### src/rtl/bmc_rail_seq_ctrl.sv
// bmc_rail_seq_ctrl: S5 sequencer for the BMC aux VR chain and BMC SRST#. It powers rails up in order and down in reverse.
// Latency: outputs decode from registered state. In RUN, SRST# follows iDediBusy_n one cycle late.
// Config: define BMC_SEQ_RETRY_EN to retry PWRUP timeouts up to MAX_RETRY times before FAULT.
module bmc_rail_seq_ctrl #(
  parameter int NUM_RAILS     = 3,
  parameter int PG_TIMEOUT_MS = 10,
  parameter int SRST_DLY_MS   = 2,
  parameter int OFF_DLY_MS    = 1
`ifdef BMC_SEQ_RETRY_EN
  ,
  parameter int MAX_RETRY     = 2
`endif
) (
  input  logic                 iClk,
  input  logic                 iRst_n,
  input  logic                 i1mSCE,
  input  logic                 iGoOutFltSt,
  input  logic                 iAuxPwrgd,
  input  logic                 iSlpSus_n,
  input  logic                 iCycleReq,
  input  logic [NUM_RAILS-1:0] ivPwrgd,
  input  logic                 iDediBusy_n,
  output logic [NUM_RAILS-1:0] ovRailEn,
  output logic                 oSrst_n,
  output logic                 oBmcPwrgd,
  output logic                 oBmcPwrFlt,
  output logic [NUM_RAILS-1:0] ovFltRail,
  output logic [2:0]           oState
);

  localparam int IDX_W = (NUM_RAILS > 1) ? $clog2(NUM_RAILS) : 1;
  localparam logic [IDX_W-1:0]     LAST_IDX = IDX_W'(NUM_RAILS - 1);
  localparam logic [NUM_RAILS-1:0] ONE      = NUM_RAILS'(1);
  localparam logic [NUM_RAILS-1:0] ALL_ON   = {NUM_RAILS{1'b1}};

  typedef enum logic [2:0] {
    ST_OFF    = 3'd0,
    ST_PWRUP  = 3'd1,
    ST_SETTLE = 3'd2,
    ST_RUN    = 3'd3,
    ST_SHDN   = 3'd4,
    ST_COOL   = 3'd5,
    ST_FAULT  = 3'd6
  } state_t;

  state_t               r_state, w_next;
  logic [IDX_W-1:0]     r_idx, w_idx_nxt;
  logic [7:0]           r_tmr;
  logic                 r_cyc, w_cyc_nxt;
  logic                 r_srst_n;
  logic [NUM_RAILS-1:0] r_flt_rail, w_flt_val;
  logic                 w_flt_set;
  logic [NUM_RAILS-1:0] w_idx_oh, w_low_mask, w_low_bad, w_all_bad;
  logic                 w_pg_tmo, w_srst_exp, w_off_exp, w_tmr_clr;
`ifdef BMC_SEQ_RETRY_EN
  logic [1:0]           r_retry, w_retry_nxt;
`endif

  // Isolates the lowest set bit, so the lowest failing rail wins.
  function automatic logic [NUM_RAILS-1:0] lowest(input logic [NUM_RAILS-1:0] v);
    return v & (~v + ONE);
  endfunction

  assign w_idx_oh   = ONE << r_idx;
  assign w_low_mask = w_idx_oh - ONE;
  assign w_low_bad  = ~ivPwrgd & w_low_mask;
  assign w_all_bad  = ~ivPwrgd;

  // An N-ms delay expires on the Nth tick after the timer clear.
  assign w_pg_tmo   = i1mSCE && (r_tmr == 8'(PG_TIMEOUT_MS - 1));
  assign w_srst_exp = i1mSCE && (r_tmr == 8'(SRST_DLY_MS - 1));
  assign w_off_exp  = i1mSCE && (r_tmr == 8'(OFF_DLY_MS - 1));
  assign w_tmr_clr  = (w_next != r_state) || (w_idx_nxt != r_idx);

  // Next-state logic. Priority is fault, then SLP_SUS#/cycle request, then normal progress.
  always_comb begin
    w_next    = r_state;
    w_idx_nxt = r_idx;
    w_cyc_nxt = r_cyc;
    w_flt_set = 1'b0;
    w_flt_val = '0;
`ifdef BMC_SEQ_RETRY_EN
    w_retry_nxt = r_retry;
`endif
    case (r_state)
      ST_OFF: begin
        if (iAuxPwrgd && iSlpSus_n) begin
          w_next    = ST_PWRUP;
          w_idx_nxt = '0;
        end
      end
      ST_PWRUP: begin
        if (!iAuxPwrgd) begin
          w_next    = ST_FAULT;
          w_flt_set = 1'b1;
        end else if (|w_low_bad) begin
          w_next    = ST_FAULT;
          w_flt_set = 1'b1;
          w_flt_val = lowest(w_low_bad);
        end else if (w_pg_tmo) begin
`ifdef BMC_SEQ_RETRY_EN
          if (r_retry < 2'(MAX_RETRY)) begin
            w_next      = ST_COOL;
            w_retry_nxt = r_retry + 2'd1;
          end else
`endif
          begin
            w_next    = ST_FAULT;
            w_flt_set = 1'b1;
            w_flt_val = w_idx_oh;
          end
        end else if (ivPwrgd[r_idx]) begin
          if (r_idx == LAST_IDX) w_next = ST_SETTLE;
          else w_idx_nxt = r_idx + IDX_W'(1);
        end
      end
      ST_SETTLE, ST_RUN: begin
        if (!iAuxPwrgd) begin
          w_next    = ST_FAULT;
          w_flt_set = 1'b1;
        end else if (|w_all_bad) begin
          w_next    = ST_FAULT;
          w_flt_set = 1'b1;
          w_flt_val = lowest(w_all_bad);
        end else if (!iSlpSus_n || iCycleReq) begin
          // Remember whether this is a power cycle, which must restart after COOL.
          w_next    = ST_SHDN;
          w_idx_nxt = LAST_IDX;
          w_cyc_nxt = iSlpSus_n;
        end else if ((r_state == ST_SETTLE) && w_srst_exp) begin
          w_next = ST_RUN;
        end
      end
      ST_SHDN: begin
        if (w_off_exp) begin
          if (r_idx == '0) w_next = r_cyc ? ST_COOL : ST_OFF;
          else w_idx_nxt = r_idx - IDX_W'(1);
        end
      end
      ST_COOL: begin
        if (w_off_exp) w_next = ST_OFF;
      end
      ST_FAULT: begin
        if (iGoOutFltSt) w_next = ST_OFF;
      end
      default: w_next = ST_OFF;
    endcase
`ifdef BMC_SEQ_RETRY_EN
    if ((w_next == ST_FAULT) || ((w_next == ST_RUN) && (r_state != ST_RUN)) ||
        ((r_state == ST_SHDN) && (w_next == ST_OFF)))
      w_retry_nxt = '0;
`endif
  end

  // State, rail index and shutdown-origin registers.
  always_ff @(posedge iClk) begin
    if (!iRst_n) begin
      r_state <= ST_OFF;
      r_idx   <= '0;
      r_cyc   <= 1'b0;
    end else begin
      r_state <= w_next;
      r_idx   <= w_idx_nxt;
      r_cyc   <= w_cyc_nxt;
    end
  end

  // ms timer. It clears on any state or rail change and saturates so it never wraps.
  always_ff @(posedge iClk) begin
    if (!iRst_n) r_tmr <= '0;
    else if (w_tmr_clr) r_tmr <= '0;
    else if (i1mSCE && (r_tmr != 8'hFF)) r_tmr <= r_tmr + 8'd1;
  end

  // SRST# is released only in RUN and is held low while Dediprog is active.
  always_ff @(posedge iClk) begin
    if (!iRst_n) r_srst_n <= 1'b0;
    else r_srst_n <= (w_next == ST_RUN) && iDediBusy_n;
  end

  // The failing-rail latch is set on FAULT entry and cleared when leaving FAULT.
  always_ff @(posedge iClk) begin
    if (!iRst_n) r_flt_rail <= '0;
    else if (w_flt_set) r_flt_rail <= w_flt_val;
    else if ((r_state == ST_FAULT) && (w_next == ST_OFF)) r_flt_rail <= '0;
  end

`ifdef BMC_SEQ_RETRY_EN
  // Retry counter for PWRUP timeouts.
  always_ff @(posedge iClk) begin
    if (!iRst_n) r_retry <= '0;
    else r_retry <= w_retry_nxt;
  end
`endif

  // Rail enables: during PWRUP/SHDN, rails 0..idx are on.
  always_comb begin
    ovRailEn = '0;
    case (r_state)
      ST_PWRUP, ST_SHDN:  ovRailEn = w_low_mask | w_idx_oh;
      ST_SETTLE, ST_RUN:  ovRailEn = ALL_ON;
      default:            ovRailEn = '0;
    endcase
  end

  assign oSrst_n    = r_srst_n;
  assign oBmcPwrgd  = (r_state == ST_RUN);
  assign oBmcPwrFlt = (r_state == ST_FAULT);
  assign ovFltRail  = r_flt_rail;
  assign oState     = r_state;

endmodule

### config.mk
export PLATFORM = sky130hd
export DESIGN_NAME = bmc_rail_seq_ctrl
export DESIGN_NICKNAME = d
export VERILOG_FILES = /design/src/rtl/bmc_rail_seq_ctrl.sv
export SDC_FILE = /design/constraint.sdc
export NUM_CORES = 1
export LEC_CHECK = 0
export BUFFER_PORTS_ARGS = -buffer_cell sky130_fd_sc_hd__buf_2
export CAP_MARGIN = 5
export CORE_ASPECT_RATIO = 0.75
export CORE_MARGIN = 5
export CORE_UTILIZATION = 61
export DETAILED_ROUTE_END_ITERATION = 10
export PLACE_DENSITY_LB_ADDON = 0.25
export SETUP_SLACK_MARGIN = 0.1
export SLEW_MARGIN = 20
export SYNTH_ARGS = -nofsm -noshare
export SYNTH_HDL_FRONTEND = slang
export SYNTH_SLANG_ARGS = --single-unit
### constraint.sdc
create_clock -name iClk -period 6.1 [get_ports iClk]
set_input_delay 0.915 -clock iClk [delete_from_list [all_inputs] [get_ports iClk]]
set_output_delay 0.915 -clock iClk [all_outputs]
set_load 0.02 [all_outputs]
==> results of run 1 <==
[synthesized netlist by cell type, drive strengths merged (4+ instances only)]
library cell / n / area, sq um
a22o: 4 / 35.0
inv: 10 / 37.5
nor2: 12 / 45.0
nor3: 9 / 45.0
nand4: 6 / 37.5
ha: 9 / 113
nand2b: 4 / 25.0
nor4: 12 / 81.3
a211oi: 4 / 35.0
clkbuf: 9 / 33.8
dfxtp: 18 / 360
a31oi: 4 / 25.0
a21oi: 8 / 40.0
nand2: 19 / 71.3
o22ai: 4 / 25.0
nand3: 5 / 25.0
o21ai: 9 / 56.3
o21a: 4 / 30.0
[where the power goes]
| group | internal, mW | switching, mW | leakage (nW) | total [mW] |
|---|---|---|---|---|
| Sequential | 0.121 | 0.0125 | 0.146 | 0.134 |
| Clock | 0.0365 | 0.0432 | 0.0210 | 0.0797 |
| Combinational | 0.0336 | 0.0627 | 0.468 | 0.0963 |
| Total | 0.191 | 0.118 | 0.635 | 0.310 |
[layout by cell type, fill, tap and decap left out, types with 4 or more instances in the layout]
| cell type | count |
|---|---|
| a21oi_1 | 8 |
| a22o_1 | 4 |
| a31oi_1 | 4 |
| buf_2 | 22 |
| dfxtp_1 | 18 |
| ha_1 | 9 |
| inv_1 | 10 |
| nand2_1 | 19 |
| nand2b_1 | 4 |
| nand3_1 | 5 |
| nand4_1 | 6 |
| nor2_1 | 12 |
| nor3_1 | 9 |
| nor4_1 | 11 |
| o21a_1 | 4 |
| o21ai_0 | 7 |
| o22ai_1 | 4 |
[layout make-up]
type | count | area (sq um) | area share
multi-input combinational | 159 | 1120 | 0.656
sequential | 18 | 360 | 0.211
timing repair buffer | 22 | 110 | 0.0645
tap | 34 | 42.5 | 0.0249
inverter | 10 | 37.5 | 0.0220
clock buffer | 4 | 36.3 | 0.0213
[sequential cells by signal, indices dropped and copies added, names as in the netlist]
signal	flops
ovFltRail	3
oSrst_n	1
oState	3
r_idx	2
r_cyc	1
r_tmr	8
[cells by family (layout without fill, tap and decap cells)]
| group | Yosys count | after routing | synth area share |
|---|---|---|---|
| DFF | 18 | 18 | 0.232 |
| adders and majority gates | 9 | 9 | 0.0723 |
| xor gates and xnor gates | 6 | 6 | 0.0338 |
| buffers and inverters | 20 | 36 | 0.0490 |
| muxes | 3 | 3 | 0.0201 |
| AOI/OAI and AO/OA | 53 | 53 | 0.268 |
| and+or+nand+nor | 88 | 88 | 0.325 |
[worst max path at each step]
stage / from / end / slack, ns
finish: r_idx[1] / r_tmr[0] / 3.26
CTS: r_idx[1] / ovRailEn[1] / 3.28
global placement: iAuxPwrgd / r_tmr[6] / 3.40
floorplan: r_idx[1] / ovRailEn[1] / 3.46
detailed placement: i1mSCE / r_tmr[1] / 3.28
global route: r_idx[1] / r_tmr[0] / 3.08
[stage by stage]
step | util | total power [mW]
CTS | 0.722 | 0.305
detailed placement | 0.706 | 0.227
finish | 0.722 | 0.310
global placement | 0.706 | 0.223
floorplan | - | 0.199
global route | 0.722 | 0.325
[layer usage]
metal,vias up,share of wire,track usage
met4,0,0.031,0.116
met1,775,0.42,0.393
met2,127,0.41,0.413
li1,787,-,-
met5,-,0,0
met3,23,0.14,0.106
[worst reg2reg max path: cells and delay by family, from the launching register on]
family | cells | cell delay, ns
AND/OR/NAND/NOR | 1 | 0.12
AO/OA/AOI/OAI | 5 | 1.49
flip-flops | 1 | 0.61
adder cells (fa/ha/maj) | 1 | 0.29
buffers and inverters | 1 | 0.20
==> run metrics, run 1 <==
final hold slack 0.491 ns; I/O Pins 23; initial antenna violation count 0; Post-Synthesis Cells 197; clk sinks 18; crit path DAT 3.02 ns; Via density 6.93; largest net degree at the start of global routing 22; Max Cap Viol 0; via count 1712; RSZ-0062 raised after global routing false; CTS max path bufs 2; reg-to-reg critical path endpoint r_tmr[0]; final instance area 0.00171 sq mm; clk_lat worst skew 0.32 ns; CTS Buf Count 3; synthesized area 0.00156 sq mm; placed insts 243; post-synthesis sequential area ratio 0.232; overflow left after global routing 0; critical path fanouts, max 11; area delta synth->final 9.65%; layout cell share with drive strength beyond 1 0.169; FF+latch count, synth 18; R2R Path Start r_idx[1]; CORE AREA 0.00236 sq mm; TritonCTS clock tree yes; pre-CTS WS 3.28 ns; Final GP Congestion 0.966; # DRC 0; htree depth 1; Pwr Density 181 mW/mm^2; Slowest cell on crit path dfxtp_1; Final setup viols 0; hold buffers post-CTS 0; global-route wire length before repair 7780 microns; Setup CP Type reg2reg; Final period util 0.466; Synth Area per Inst 7.90 sq um; crit path cell chain inv_1, ha_1, o21a_1, o221ai_2, o21ai_0, a22o_1, o21ai_1, nor4_1; Final #Nets 234; Top FF cell, synth dfxtp_1; Die W 68.3 microns; Final TNS setup 0 ns; post-cts sizing count 0; Largest stage delay, worst path 0.61 ns; Post-Route WL 4780 microns; net count after synthesis 217; Die Area 0.00367 sq mm; Non-Filler Instances 247; worst endpoint required time 6.28 ns; final setup margin 3.26 ns; Hold Crit Class reg2reg; Tmin final 2.84 ns; asr flop ratio synth 0; Fin Clk Skew 0.00924 ns; Slew Limit Fails 0; CP Launch Type register; setup slack, reg-to-reg 3.26 ns; initial core utilization 0.658; Std-Cell Rows 15; WP depth 8; Post-synth EDFFs 0; Lkg Pwr 0.635 nW; clock-pin slew on the worst setup and hold paths 0.12 ns; CP endpoint kind register; Worst IR Drop VDD 0.000169 V; worst hold start ovFltRail[2]; All-Layer GR Usage 0.290; Worst R2R Path Depth 8; vias in the first global route 1541; Post-CTS Setup Bufs 0; Hold Path Sink ovFltRail[2]; root buffer cell clkbuf_4; die height 53.7 microns; Filler cells 195; 1st-pass router iterations 5; placed instance area 0.00167 sq mm; Largest delay share family, worst path compound AO/OA/AOI/OAI gates; status complete, no violations; HPWL after DPL 3600 microns; antenna cells 0; Distinct cells, synth 51; Synthesis Warnings 0; hold depth 1; wire length per cell 19.3 microns; CP Buf/Inv Count 1; post-route ant nets 0; slew margin rel. 0.559; Worst Max-Slew Pin Slew 0.656 ns; 1st-iter DRT viols 241; Final Hold Vio Count 0; fmax 352 MHz; Port-buffer cells 22
Power figures use the tool's default switching activity.
==> inputs of run 2 (changes only) <==
--- a/config.mk
+++ b/config.mk
@@ -9,7 +9,7 @@
 export CAP_MARGIN = 5
 export CORE_ASPECT_RATIO = 0.75
 export CORE_MARGIN = 5
-export CORE_UTILIZATION = 61
+export CORE_UTILIZATION = 57
 export DETAILED_ROUTE_END_ITERATION = 10
 export PLACE_DENSITY_LB_ADDON = 0.25
 export SETUP_SLACK_MARGIN = 0.1
==> constraint.sdc (replaced) <==
create_clock -name iClk -period 2.7 [get_ports iClk]
set_input_delay 0.405 -clock iClk [delete_from_list [all_inputs] [get_ports iClk]]
set_output_delay 0.405 -clock iClk [all_outputs]
set_load 0.02 [all_outputs]
==> run metrics, run 2 (synthesis gave the netlist of run 1 again) <==
vias in the first global route 1644 (+6.7%); Final GP Congestion 0.994 (+2.9%); Die Area 0.00389 sq mm (+5.8%); RSZ-0062 raised after global routing false; 1st-pass router iterations 6 (+1); Post-CTS Setup Bufs 0 (unchanged); area delta synth->final 14.4%; Largest delay share family, worst path compound AO/OA/AOI/OAI gates; wire length per cell 18.4 microns (-5.1%); All-Layer GR Usage 0.246 (-0.0442); fmax 404 MHz (+15%); Non-Filler Instances 256 (+3.6%); via count 1766 (+3.2%); CTS max path bufs 2 (unchanged); max FFs per register 8 (unchanged); overflow left after global routing 0 (unchanged); post-route ant nets 0 (unchanged); initial antenna violation count 0 (unchanged); critical path fanouts, max 8 (-3); clock-pin slew on the worst setup and hold paths 0.07 ns (-0.05 ns); commonest non-fill, non-tap cells in the layout 22 x buf_2, 19 x nand2_1, 17 x dfxtp_1; Pwr Density 405 mW/mm^2 (+120%); Worst Max-Slew Pin Slew 0.576 ns (-0.0804 ns); Lkg Pwr 0.676 nW (+6.6%); 1st-iter DRT viols 227 (-5.8%); root buffer cell clkbuf_8; Port-buffer cells 22 (unchanged); worst endpoint required time 2.83 ns (-3.45 ns); Max Cap Viol 0 (unchanged); initial core utilization 0.594 (-0.0647); Tmin final 2.47 ns (-0.366 ns); Slowest cell on crit path or3_1; Hold Crit Class in2reg; HPWL after DPL 3580 microns (-0.55%); placed insts 253 (+4.1%); htree depth 1 (unchanged); Reg with most FFs r_tmr; layout cell share with drive strength beyond 1 0.205 (+0.0355); CTS Buf Count 3 (unchanged); commonest non-fill, non-tap cell in the layout buf_2; CP Buf/Inv Count 1 (unchanged); Die W 70.3 microns (+2.9%); clk sinks 18 (unchanged); Final setup viols 0 (unchanged); Setup CP Type reg2reg; status complete, no violations; I/O Pins 23 (unchanged); clk_lat worst skew 0.26 ns (-0.06 ns); Via density 6.90 (-0.47%); Std-Cell Rows 16 (+1); Fin Clk Skew 0.00203 ns (-0.00720 ns); Final TNS setup 0 ns (unchanged); Post-Route WL 4700 microns (-1.7%); # DRC 0 (unchanged); Final period util 0.916 (+0.451); crit path cell chain inv_1, ha_1, nand3b_1, o221ai_2, or3_1, o21a_1, o221ai_2, nor4_1; CP endpoint kind register; Slew Limit Fails 0 (unchanged); Final #Nets 242 (+3.4%); TritonCTS clock tree yes; CP Launch Type register; crit path DAT 2.60 ns (-0.42 ns); Largest stage delay, worst path 0.46 ns (-0.15 ns); CORE AREA 0.00262 sq mm (+11%); crit-path most repeated cell o221ai_2; die height 55.3 microns (+2.8%); global-route wire length before repair 7810 microns (+0.35%); antenna cells 0 (unchanged); Worst IR Drop VDD 0.000260 V (+53%); slew margin rel. 0.615 (+0.0560); Final Hold Vio Count 0 (unchanged); largest net degree at the start of global routing 22 (unchanged)
[run 2: final timing paths]
kind	startpoint	end	slack, ns	depth (start not counted)
setup / recovery	r_idx[0]	r_tmr[7]	0.23	8
hold / removal	iDediBusy_n	oSrst_n	0.41	2
setup reg to reg	r_idx[0]	r_tmr[7]	0.23	8
hold reg to reg	ovFltRail[1]	ovFltRail[1]	0.48	1
[run 2: final cells by class]
type                       count  area (sq um)
inverter                      10          37.5
fill                         223           842
clock buffer                   3          41.3
sequential                    18           362
tap                           36          45.0
timing repair buffer          30           170
multi-input combinational    159          1120
[run 2: power by group]
group | internal [mW] | switching (mW) | total (mW)
registers | 0.274 | 0.0209 | 0.295
logic | 0.0882 | 0.145 | 0.233
clock network | 0.0994 | 0.0926 | 0.192
[run 2: routing by layer]
| metal | track usage | part of all wire | up-vias |
|---|---|---|---|
| met5 | 0 | 0 | - |
| met4 | 0.120 | 0.028 | 0 |
| met3 | 0.0725 | 0.11 | 21 |
| met2 | 0.337 | 0.43 | 122 |
| met1 | 0.345 | 0.43 | 816 |
| li1 | - | - | 807 |
[run 2: worst reg2reg max path, cell delays in order (launching register included)]
cell      delay (ns)
dfxtp_2         0.43
inv_1           0.15
ha_1            0.24
nand3b_1        0.13
o221ai_2        0.20
or3_1           0.46
o21a_1          0.22
o221ai_2        0.39
nor4_1          0.13
[run 2: repair_timing]
item,4_1_cts,5_1_grt
setup endpoints to repair,0,8
hold buffers,0,0
resized for setup,0,2
[run 2: per-stage QoR]
stage | hold WS [ns] | total power, mW | util | instance area (sq um) | worst slack, ns
2_1_floorplan | 0.499 | 0.448 | - | 1560 | 0.139
4_1_cts | 0.417 | 0.712 | 0.677 | 1770 | 0.180
3_3_place_gp | 0.456 | 0.520 | 0.661 | 1730 | 0.352
3_5_place_dp | 0.466 | 0.525 | 0.661 | 1730 | 0.187
6_report | 0.408 | 0.720 | 0.679 | 1780 | 0.226
5_1_grt | 0.409 | 0.756 | 0.679 | 1780 | 0.113
==> inputs of run 3 (changes only) <==
--- a/config.mk
+++ b/config.mk
@@ -10,8 +10,9 @@
 export CORE_ASPECT_RATIO = 0.75
 export CORE_MARGIN = 5
 export CORE_UTILIZATION = 57
+export CTS_CLUSTER_DIAMETER = 80
 export DETAILED_ROUTE_END_ITERATION = 10
-export PLACE_DENSITY_LB_ADDON = 0.25
+export PLACE_DENSITY = 0.8
 export SETUP_SLACK_MARGIN = 0.1
 export SLEW_MARGIN = 20
 export SYNTH_ARGS = -nofsm -noshare
==> run metrics, run 3 (synthesis gave the netlist of run 1 again) <==
status complete, no violations; final instance area 0.00181 sq mm (+1.5%); Worst Max-Slew Pin Slew 0.579 ns (+0.00315 ns); global-route wire length before repair 7660 microns (-1.9%); vias in the first global route 1521 (-7.5%); clock-pin slew on the worst setup and hold paths 0.07 ns (about the same); Lkg Pwr 0.682 nW (+0.85%); fmax 423 MHz (+4.6%); Worst IR Drop VDD 0.000284 V (+9.3%); area delta synth->final 16.2%; 1st-iter DRT viols 221 (-2.6%); Final period util 0.876 (-0.0407); CP endpoint kind register; Final GP Congestion 0.986 (-0.86%); Die Area 0.00389 sq mm (unchanged); Pwr Density 401 mW/mm^2 (-0.92%); slew margin rel. 0.613 (-0.00210); Final Hold Vio Count 0 (unchanged); post-cts sizing count 0 (unchanged); All-Layer GR Usage 0.238 (-0.00716); Setup CP Type reg2reg; CTS Buf Count 3 (unchanged); final setup margin 0.336 ns (+0.110 ns); commonest non-fill, non-tap cell in the layout buf_2; Slew Limit Fails 0 (unchanged); Port-buffer cells 22 (unchanged); # DRC 0 (unchanged); Die W 70.3 microns (unchanged); pre-CTS WS 0.256 ns (+0.0687 ns); layout cell share with drive strength beyond 1 0.217 (+0.0126); Post-CTS Setup Bufs 0 (unchanged); critical path fanouts, max 9 (+1); I/O Pins 23 (unchanged); commonest non-fill, non-tap cells in the layout 22 x buf_2, 18 x nand2_1, 17 x dfxtp_1; CP Launch Type register; Final TNS setup 0 ns (unchanged); 1st-pass router iterations 5 (-1); Hold Crit Class in2reg; HPWL after DPL 3500 microns (-2.3%); crit path DAT 2.52 ns (-0.08 ns); wire length per cell 18.3 microns (-0.13%); root buffer cell clkbuf_8; TritonCTS clock tree yes; clk sinks 18 (unchanged); worst endpoint required time 2.85 ns (+0.02 ns); M2 GR Usage 0.336 (-0.00133); Post-Route WL 4710 microns (+0.26%); overflow left after global routing 0 (unchanged); initial core utilization 0.594 (unchanged); post-route ant nets 0 (unchanged); largest net degree at the start of global routing 22 (unchanged); initial antenna violation count 0 (unchanged); met3 usage 0.0562 (-0.0163); met1 usage in global routing 0.365 (+0.0194); antenna cells 0 (unchanged); via count 1796 (+1.7%); hold buffers post-CTS 0 (unchanged); placed instance area 0.00174 sq mm (+0.43%); clk_lat worst skew 0.25 ns (about the same); CORE AREA 0.00262 sq mm (unchanged); die height 55.3 microns (unchanged); RSZ-0062 raised after global routing false; CTS max path bufs 2 (unchanged); Reg with most FFs r_tmr; Final setup viols 0 (unchanged); Fin Clk Skew 0.00670 ns (+0.00467 ns); htree depth 1 (unchanged); Tmin final 2.36 ns (-0.110 ns); Via density 6.99 (+1.3%); Max Cap Viol 0 (unchanged); Std-Cell Rows 16 (unchanged); max FFs per register 8 (unchanged); Final #Nets 243 (+0.41%); GR peak layer met1
## run 3: cell types whose count changed in the layout (fill, tap and decap cells not counted), sizes merged
cell	delta
buf	+1
## run 3: metal layers
| layer | part of all wire | up-vias |
|---|---|---|
| met5 | 0 | - |
| met4 | 0.031 | 0 |
| met3 | 0.13 | 30 |
| met2 | 0.42 | 156 |
| met1 | 0.41 | 803 |
| li1 | - | 807 |
## run 3: critical path, cell delays in order, from the launching register on
cell	delay, ns
dfxtp_2	0.44
inv_1	0.14
ha_1	0.24
buf_4	0.17
o221ai_2	0.32
nor4_2	0.13
a211oi_2	0.33
o32ai_4	0.17
nor4_2	0.32
## run 3: path summary, 6_finish.rpt
check                                  start      endpoint  slack (ns)  cells after the start
worst max-delay path                r_idx[0]      r_tmr[1]        0.34                      8
worst min-delay path             iDediBusy_n       oSrst_n        0.41                      2
worst max register to register      r_idx[0]      r_tmr[1]        0.34                      8
worst min register to register  ovFltRail[2]  ovFltRail[2]        0.49                      1
## run 3: final cells by class
| type | count | area (sq um) |
|---|---|---|
| repair buffers | 31 | 178 |
| well taps | 36 | 45.0 |
| fillers | 219 | 815 |
| clock buffers | 3 | 41.3 |
| multi-input cells | 159 | 1140 |
| flip-flops and latches | 18 | 362 |
| inverters | 10 | 37.5 |
## run 3: per-stage QoR
| stage | cells | utilization | power [mW] | hold WS, ns |
|---|---|---|---|---|
| after floorplan | 197 | - | 0.448 | 0.499 |
| after global placement | 254 | 0.664 | 0.522 | 0.456 |
| after detailed placement | 254 | 0.664 | 0.525 | 0.473 |
| after CTS | 257 | 0.679 | 0.712 | 0.403 |
| after global routing | 257 | 0.689 | 0.758 | 0.407 |
| final | 257 | 0.689 | 0.725 | 0.407 |
## run 3: report_power, final
group	switching, mW	internal (mW)
logic	0.153	0.0914
registers	0.0210	0.274
clock network	0.0866	0.0991
